**src/rtl/router_port_fifo.sv**
```systemverilog
// router_port_fifo
//   Ingress buffer between one processing unit (FFT, FIR or IIR) and the data
//   bus controller. This is a synchronous circular FIFO. The status flags are
//   registered, and the error flags are sticky.
//
// Ports
//   clk         system clock; all logic runs on the rising edge
//   reset       synchronous, active-high; discards all stored words
//   data_in     word written by the processing unit
//   put_req     write request; accepted when the FIFO is not full
//   get_req     read request; accepted when the FIFO is not empty
//   data_out    head word, registered; valid the cycle after an accepted get
//   full        count == depth
//   empty       count == 0
//   almost_full count >= AF_LEVEL
//   count       number of stored words
//   overflow    sticky; set by put_req while full
//   underflow   sticky; set by get_req while empty
//   clear_err   clears overflow/underflow (a same-cycle set wins)
module router_port_fifo #(
  parameter int unsigned DATA_WIDTH = 32,
  parameter int unsigned ADDR_WIDTH = 3,
  parameter int unsigned AF_LEVEL   = 6
) (
  input  logic                  clk,
  input  logic                  reset,
  input  logic [DATA_WIDTH-1:0] data_in,
  input  logic                  put_req,
  input  logic                  get_req,
  output logic [DATA_WIDTH-1:0] data_out,
  output logic                  full,
  output logic                  empty,
  output logic                  almost_full,
  output logic [ADDR_WIDTH:0]   count,
  output logic                  overflow,
  output logic                  underflow,
  input  logic                  clear_err
);

  localparam int unsigned        DEPTH     = 2 ** ADDR_WIDTH;
  localparam logic [ADDR_WIDTH:0] DEPTH_CNT = (ADDR_WIDTH + 1)'(DEPTH);
  localparam logic [ADDR_WIDTH:0] AF_CNT    = (ADDR_WIDTH + 1)'(AF_LEVEL);
  localparam logic [ADDR_WIDTH:0] CNT_ONE   = (ADDR_WIDTH + 1)'(1);
  localparam logic [ADDR_WIDTH-1:0] PTR_ONE = ADDR_WIDTH'(1);

  logic [DATA_WIDTH-1:0] mem [DEPTH];
  logic [ADDR_WIDTH-1:0] wr_ptr;
  logic [ADDR_WIDTH-1:0] rd_ptr;
  logic [ADDR_WIDTH:0]   count_next;
  logic                  put_ok;
  logic                  get_ok;

  always_comb begin
    put_ok     = put_req & ~full;
    get_ok     = get_req & ~empty;
    count_next = count;
    if (put_ok && !get_ok)
      count_next = count + CNT_ONE;
    else if (get_ok && !put_ok)
      count_next = count - CNT_ONE;
  end

  // A put and a get never target the same slot in one cycle. That could only
  // happen at count 0 or count DEPTH, and in those states one of the two
  // requests is rejected. So a read-before-write mem access is safe here.
  always_ff @(posedge clk) begin
    if (!reset && put_ok)
      mem[wr_ptr] <= data_in;
  end

  always_ff @(posedge clk) begin
    if (reset) begin
      wr_ptr      <= '0;
      rd_ptr      <= '0;
      count       <= '0;
      empty       <= 1'b1;
      full        <= 1'b0;
      almost_full <= 1'b0;
      data_out    <= '0;
      overflow    <= 1'b0;
      underflow   <= 1'b0;
    end else begin
      if (put_ok)
        wr_ptr <= wr_ptr + PTR_ONE;
      if (get_ok) begin
        data_out <= mem[rd_ptr];
        rd_ptr   <= rd_ptr + PTR_ONE;
      end
      // Status is derived only from the next count, never from the pointers.
      count       <= count_next;
      full        <= (count_next == DEPTH_CNT);
      empty       <= (count_next == '0);
      almost_full <= (count_next >= AF_CNT);

      if (put_req && full)
        overflow <= 1'b1;
      else if (clear_err)
        overflow <= 1'b0;

      if (get_req && empty)
        underflow <= 1'b1;
      else if (clear_err)
        underflow <= 1'b0;
    end
  end

endmodule
```
**config.mk**
```make
export PLATFORM = sky130hd
export DESIGN_NAME = router_port_fifo
export DESIGN_NICKNAME = d
export VERILOG_FILES = /design/src/rtl/router_port_fifo.sv
export SDC_FILE = /design/constraint.sdc
export NUM_CORES = 1
export LEC_CHECK = 0
export ABC_AREA = 1
export CORE_MARGIN = 2
export CORE_UTILIZATION = 35
export CTS_CLUSTER_DIAMETER = 120
export DETAILED_ROUTE_END_ITERATION = 7
export GPL_TIMING_DRIVEN = 1
export PLACE_DENSITY_LB_ADDON = 0.3
export SYNTH_ARGS = -nofsm -noshare
export SYNTH_HDL_FRONTEND = slang
export SYNTH_SLANG_ARGS = --single-unit
export TNS_END_PERCENT = 50
```
**constraint.sdc**
```tcl
create_clock -name clk -period 6.5 [get_ports clk]
set_input_delay 0.65 -clock clk [delete_from_list [all_inputs] [get_ports clk]]
set_output_delay 0.65 -clock clk [all_outputs]
set_load 0.05 [all_outputs]
```
Word-level counts from Yosys, hierarchy flattened
Memory sizes are Yosys's and may differ from the RTL's. A register that Yosys moved wholly into a read port is not among the register bits.
Cells that the tools add are included.

cells by class
  add/subtract/negate cells = 4
  order comparisons = 1
  equality and inequality tests = 1
  mux-type cells = 7
  bitwise gates (word level) = 4
  reductions and logical operators = 11

operators with widths
  operator                                                                              number
  4-bit two-way mux                                                                     2
  3-bit by 1-bit adder with 3-bit output (second input constant)                        2
  1-bit logical AND                                                                     5
  1-bit two-way mux                                                                     5
  4-bit by 1-bit adder with 4-bit output (second input constant)                        1
  4-bit equality test (second input constant)                                           1
  4-bit by 3-bit greater-or-equal comparator with 1-bit output (second input constant)  1
  4-bit zero test                                                                       1
  2-bit nonzero test                                                                    2
  4-bit by 1-bit subtractor with 4-bit output (second input constant)                   1
  1-bit zero test                                                                       3
  1-bit AND                                                                             2
  1-bit NOT                                                                             2

storage, ports and cells
  flip-flop bits (word level) = 15
  bits in writable memories = 256
  input bits = 37
  output and inout bits = 41
  word-level logic and storage cells = 37
  memories kept = 1

memories
  memory  words  bits a word  rd ports  clocked after Yosys merged registers in  write ports  RTL line  text
  mem     8      32           1         1                                        1            46        logic [DATA_WIDTH-1:0] mem [DEPTH];

Depth between registers and ports, before layout
Gate-level depths: netlist (run 1).

  depth in word-level cells = 7
  mapped depth = 9
  depth with buffers taken out = 9

Least setup slack after synthesis (run 1)
Ideal clock, no wire load.

  kind = input to register
  from = in put_req
  to = mem mem[2][0] (enable)
  library setup time = 461 ps
  arrival = 3,150 ps
  required time = 6,039 ps
  path slack = 2,889 ps
  stages on the path = 4
  path buffers = 0
  cell sequence = inv_1 -> nor2_4 -> nand2_1 -> nor3_1

on the way
  cells in the longest elaborated chain, start to end = 4

ends and longest elaborated chain
  element                                  RTL line  text
  start: declaration                       28        input logic put_req,
  1-bit AND                                54        put_ok = put_req & ~full;
  1-bit logical AND                        67        if (!reset && put_ok)
  1-bit two-way mux                        67
  1-bit two-way mux (implied by the code)  68        mem[wr_ptr] <= data_in;
  end: declaration                         46

Every way passes these cells.

Final worst setup path (run 1)
  from = in reset
  to = mem mem[0][26] (enable)

on the way
  cells in the longest elaborated chain, start to end = 4

ends and longest elaborated chain
  element                                  RTL line  text
  start: declaration                       26        input logic reset,
  1-bit zero test                          67
  1-bit logical AND                        67
  1-bit two-way mux                        67
  1-bit two-way mux (implied by the code)  68

Every way passes these cells.

==> results of run 1 <==
## layer usage
metal / up-vias / GRT usage
li1: 3693 / -
met3: 33 / 0.0210
met5: - / 0
met4: 0 / 0.0397
met1: 3587 / 0.205
met2: 147 / 0.238
## sequential cells by signal, indices dropped and copies added, names as in the netlist, 3 cells and up
register / flops
mem: 256
rd_ptr: 3
count: 4
wr_ptr: 3
data_out: 32
## cell type report
| class | count | area [µm²] |
|---|---|---|
| flip-flops and latches | 303 | 8630 |
| fillers | 3098 | 19500 |
| clock inverters | 11 | 81.3 |
| repair buffers | 90 | 868 |
| clock buffers | 45 | 888 |
| inverters | 20 | 76.3 |
| multi-input cells | 632 | 2880 |
| well taps | 448 | 561 |
## stage by stage
step                instance area, µm²  setup WS, ps  total power, W
global route                     14000          3600         0.00497
global placement                 13000          3280         0.00310
CTS                              14000          3730         0.00480
floorplan                        11900          2890         0.00286
finish                           14000          3780         0.00475
detailed placement               13000          3160         0.00311
## synth_stat cells, drive strengths merged
cell	count
dfxtp	47
o21ai	163
clkbuf	23
or2	1
nand4	1
a21oi	42
nor2	269
nor3	2
xor2	1
nand3	79
buf	37
inv	20
nand2	70
edfxtp	256
ha	4
## logic make-up after synthesis
logic type	count (synthesis)	share of synthesized area
AO/OA/AOI/OAI	205	0.0894
XOR/XNOR	1	0.000739
adder cells (fa/ha/maj)	4	0.00422
buffers and inverters	80	0.0339
flip-flops	303	0.728
AND/OR/NAND/NOR	422	0.144
## path summary, 6_finish.rpt
| check | from | to | slack, ps | depth (start not counted) |
|---|---|---|---|---|
| max | reset | mem[0][26] | 3780 | 4 |
| min | underflow | underflow | 460 | 2 |
| max reg2reg | rd_ptr[1] | data_out[4] | 3970 | 8 |
| min reg2reg | underflow | underflow | 460 | 2 |
## critical path, stage by stage
cell and delay [ps]:
clkdlybuf4s50_1 570, inv_1 420, nand3_1 290, nor2_4 930
## power breakdown
part / switching [W] / internal, W
Clock: 0.000708 / 0.000980
Sequential: 0.0000604 / 0.00219
Combinational: 0.000554 / 0.000252
Total: 0.00132 / 0.00343
==> impl_metrics.toml, run 1 <==
[outcome]
status = "complete, no violations"

[routing]
dr.pass1.iters = 4
ant_nets = 0
routed.top_layer = "met4"
drt_wl_total_mm = 25.8
vias_per_cell = 4.82
drc = 0
routedLengthMet1_mm = 12.1
wire_per_inst_um = 16.6
wl_met3_mm = 1.11
route.met2.wl_mm = 12.1
drtIter0Drc = 542
vias = 7460

[logic_synthesis]
ys_ff_latch = 303
yosysTopAreaCell = "edfxtp_1"
synth.distinct_cells = 26
yosysWarningCount = 0
synth_area_leaders = "edfxtp_1 65%, nor2_1 8.5%, dfxtp_1 7.9%"
synth_fp_nets = 1056
netlist_instances = 1015
netlist_area_um2 = 11900
seq_area_frac_synth = 0.728
avgSynthCellArea_um2 = 11.7
synth_top_area_frac = 0.649

[critical_path]
crit_fanout = 32
startpoint_type = "input port"
worst-setup-path-type = "in2reg"
arrival_ps = 2890
end_kind = "register"
cp.required_ps = 6670

[sta]
slew_headroom = 0.221
drv_slew = 0
worstMarginPinSlew_ps = 1170
finalCriticalPeriod_ps = 2720
hold_violations = 0
setup_viol = 0
clock_skew_ps = 12.4
period_share = 0.418
rsz0062_at_grt = "false"
finalSetupTns_ps = 0
max_freq_ghz = 0.368
holdWs_ps = 462

[floorplan]
die_area_um2 = 35300
start_util = 0.354
coreArea_um2 = 33400
die_x_um = 188
io_pins = 78
die_h_um = 188
row_count = 67

[place]
dpl.hpwl_mm = 14.1
place_inst = 1493
io_buffers = 77
place_congestion = 0.763

[layout]
nNetsFinal = 1119
syn_to_final_growth_pct = 18.0
postLayoutCoreUtil = 0.418
final_cells = 1549
layout_common_cells = "261 x nor2_1, 256 x edfxtp_1, 147 x o21ai_0, 79 x nand3_1, 77 x clkdlybuf4s50_1"
num_antenna_cells = 0
layout-drive-gt1-share = 0.0763
layout_commonest_cell = "nor2_1"

[power]
power.density_nw_per_um2 = 339
p_leak_nw = 4.74
peakVddDrop_mv = 0.196

[clock_tree]
cts_root_buffer = "clkbuf_16"
htreeDepth = 1
cts_resized = 0
hold_buffers = 0
clk_latency_ps = 560
clk_path_buf_depth = 3
post_cts_buffers = 0
cts.sinks = 303
cts_buffers = 31
cts_tree = "done"
clk_pin_slew_ps = 60

[hold_path]
hold_path_class = "reg2reg"

[global_routing]
grt_overflow = 0
grt_usage = 0.146
grt_pass1_wl_mm = 40.9
antenna_found_initial = 0
grt_pass1_vias = 7248
grt_max_degree = 91

[job]
drv_cap = 0
Note: power is estimated with default switching activity, not from simulation.
==> inputs of run 2 (changes only) <==
==> constraint.sdc (replaced) <==
create_clock -name clk -period 2.35 [get_ports clk]
set_input_delay 0.235 -clock clk [delete_from_list [all_inputs] [get_ports clk]]
set_output_delay 0.235 -clock clk [all_outputs]
set_load 0.05 [all_outputs]
==> run 2 against run 1 <==
Net effect:
- critical path depth shrank 3
- critical endpoint is now full
- die area is the same
- register-to-register slack got worse by 3300 ps
==> impl_metrics.toml, run 2 (synthesis results as in run 1) <==
[place]
dpl_cell_area_um2 = 13300
place_congestion = 0.754
dpl.hpwl_mm = 14.8
io_buffers = 77
dpl_worst_slack_ps = 302

[clock_tree]
post_cts_buffers = 0
clk_path_buf_depth = 3
htreeDepth = 1
clk_latency_ps = 550
clk_pin_slew_ps = 60
cts.sinks = 303
cts_tree = "done"
cts_resized = 0
cts_root_buffer = "clkbuf_16"
cts_buffers = 31
hold_buffers = 0

[critical_path]
cp.required_ps = 2120
end_kind = "output port"
cpLargestDelayFamily = "buffers and inverters"
rr_endpoint = "data_out[18]"
ff2ff_setup_slack_ps = 660
startpoint_type = "register"
slowest_stage = "clkdlybuf4s50_1"
slowest_delay_ps = 840
crit_fanout = 4
path_cells = "clkdlybuf4s50_1"
worst-setup-path-type = "reg2out"
arrival_ps = 1820
r2r-start = "rd_ptr[1]"
r2r_cells = 7
crit_buf_inv = 1

[global_routing]
antenna_found_initial = 0
grt_usage = 0.146
grt_pass1_vias = 7234
grt_pass1_wl_mm = 41.3
grt_overflow = 0
grt_max_degree = 130

[routing]
vias_per_cell = 4.80
drtIter0Drc = 705
drc = 0
wire_per_inst_um = 16.6
ant_nets = 0
drt_wl_total_mm = 25.9
dr.pass1.iters = 5
vias = 7510

[layout]
seqCellArea_um2 = 8630
num_antenna_cells = 0
nFillCells = 3026
syn_to_final_growth_pct = 20.7
layout-drive-gt1-share = 0.0843
largestRegisters = "mem (256), data_out (32), count (4)"
nNetsFinal = 1132
layout_commonest_cell = "nor2_1"
top_register = "mem"
multi_input_area_um2 = 2890
layout_common_cells = "261 x nor2_1, 256 x edfxtp_1, 147 x o21ai_0, 79 x nand3_1, 77 x clkdlybuf4s50_1"
largest_register_ffs = 256
fin_area_um2 = 14300

[sta]
worst_slack_ps = 294
max_freq_ghz = 0.486
rsz0062_at_grt = "false"
clock_skew_ps = 12.3
period_share = 0.875
hold_violations = 0
worstMarginPinSlew_ps = 571
slew_headroom = 0.619
finalCriticalPeriod_ps = 2060
drv_slew = 0
setup_viol = 0

[hold_path]
holdPathEnd = "underflow"
hold_path_class = "in2reg"
hold-path-cell-count = 4
hold_start = "clear_err"

[floorplan]
start_util = 0.354
row_count = 67
coreArea_um2 = 33400
die_h_um = 188
io_pins = 78
die_x_um = 188
die_area_um2 = 35300

[outcome]
status = "complete, no violations"

[power]
p_leak_nw = 4.86
power.density_nw_per_um2 = 944
peakVddDrop_mv = 0.521

[job]
drv_cap = 0
[run 2: cell count changes in the layout (fill, tap and decap cells not counted), sizes merged]
cell	previous run	this run
buf	13	26
clkbuf	45	39
bufinv	1	5
clkinv	10	12
clkinvlp	0	2
inv	20	19
[run 2: layout make-up]
| type | instances | area share |
|---|---|---|
| flip-flops and latches | 303 | 0.603 |
| well taps | 448 | 0.0392 |
| clock inverters | 18 | 0.0148 |
| clock buffers | 39 | 0.0570 |
| inverters | 20 | 0.00533 |
| multi-input cells | 632 | 0.202 |
| repair buffers | 103 | 0.0780 |
[run 2: where the power goes]
part / leakage, nW / internal, W / switching, W
logic: 1.67 / 0.000751 / 0.00161
clock network: 0.495 / 0.00298 / 0.00196
registers: 2.70 / 0.00607 / 0.000139
[run 2: how the worst max path moves through the flow]
stage,slack (ps),start,depth (start not counted),to
global placement,320,put_req,5,mem[6][25]
global route,220,count[0],1,count[0]
CTS,270,count[0],1,count[0]
detailed placement,300,put_req,5,mem[6][25]
floorplan,-450,full,4,mem[0][0]
finish,290,full,1,full
[run 2: through the flow]
stage / TNS, ps / hold slack [ps] / std cells / total power, W / utilization
floorplan: -67770 / 304 / 1015 / 0.00792 / -
global placement: 0 / 450 / 1506 / 0.00867 / 0.397
detailed placement: 0 / 456 / 1506 / 0.00870 / 0.397
CTS: 0 / 316 / 1563 / 0.0136 / 0.428
global route: 0 / 340 / 1563 / 0.0141 / 0.428
finish: 0 / 339 / 1563 / 0.0135 / 0.428
[run 2: metal layers]
| layer | vias up | share of wire | GRT usage | wire length (µm) |
|---|---|---|---|---|
| li1 | 3715 | - | - | - |
| met1 | 3618 | 0.48 | 0.211 | 12400 |
| met2 | 145 | 0.46 | 0.235 | 12000 |
| met3 | 32 | 0.044 | 0.0223 | 1140 |
| met4 | 0 | 0.013 | 0.0291 | 347 |
| met5 | - | 0 | 0 | 0 |
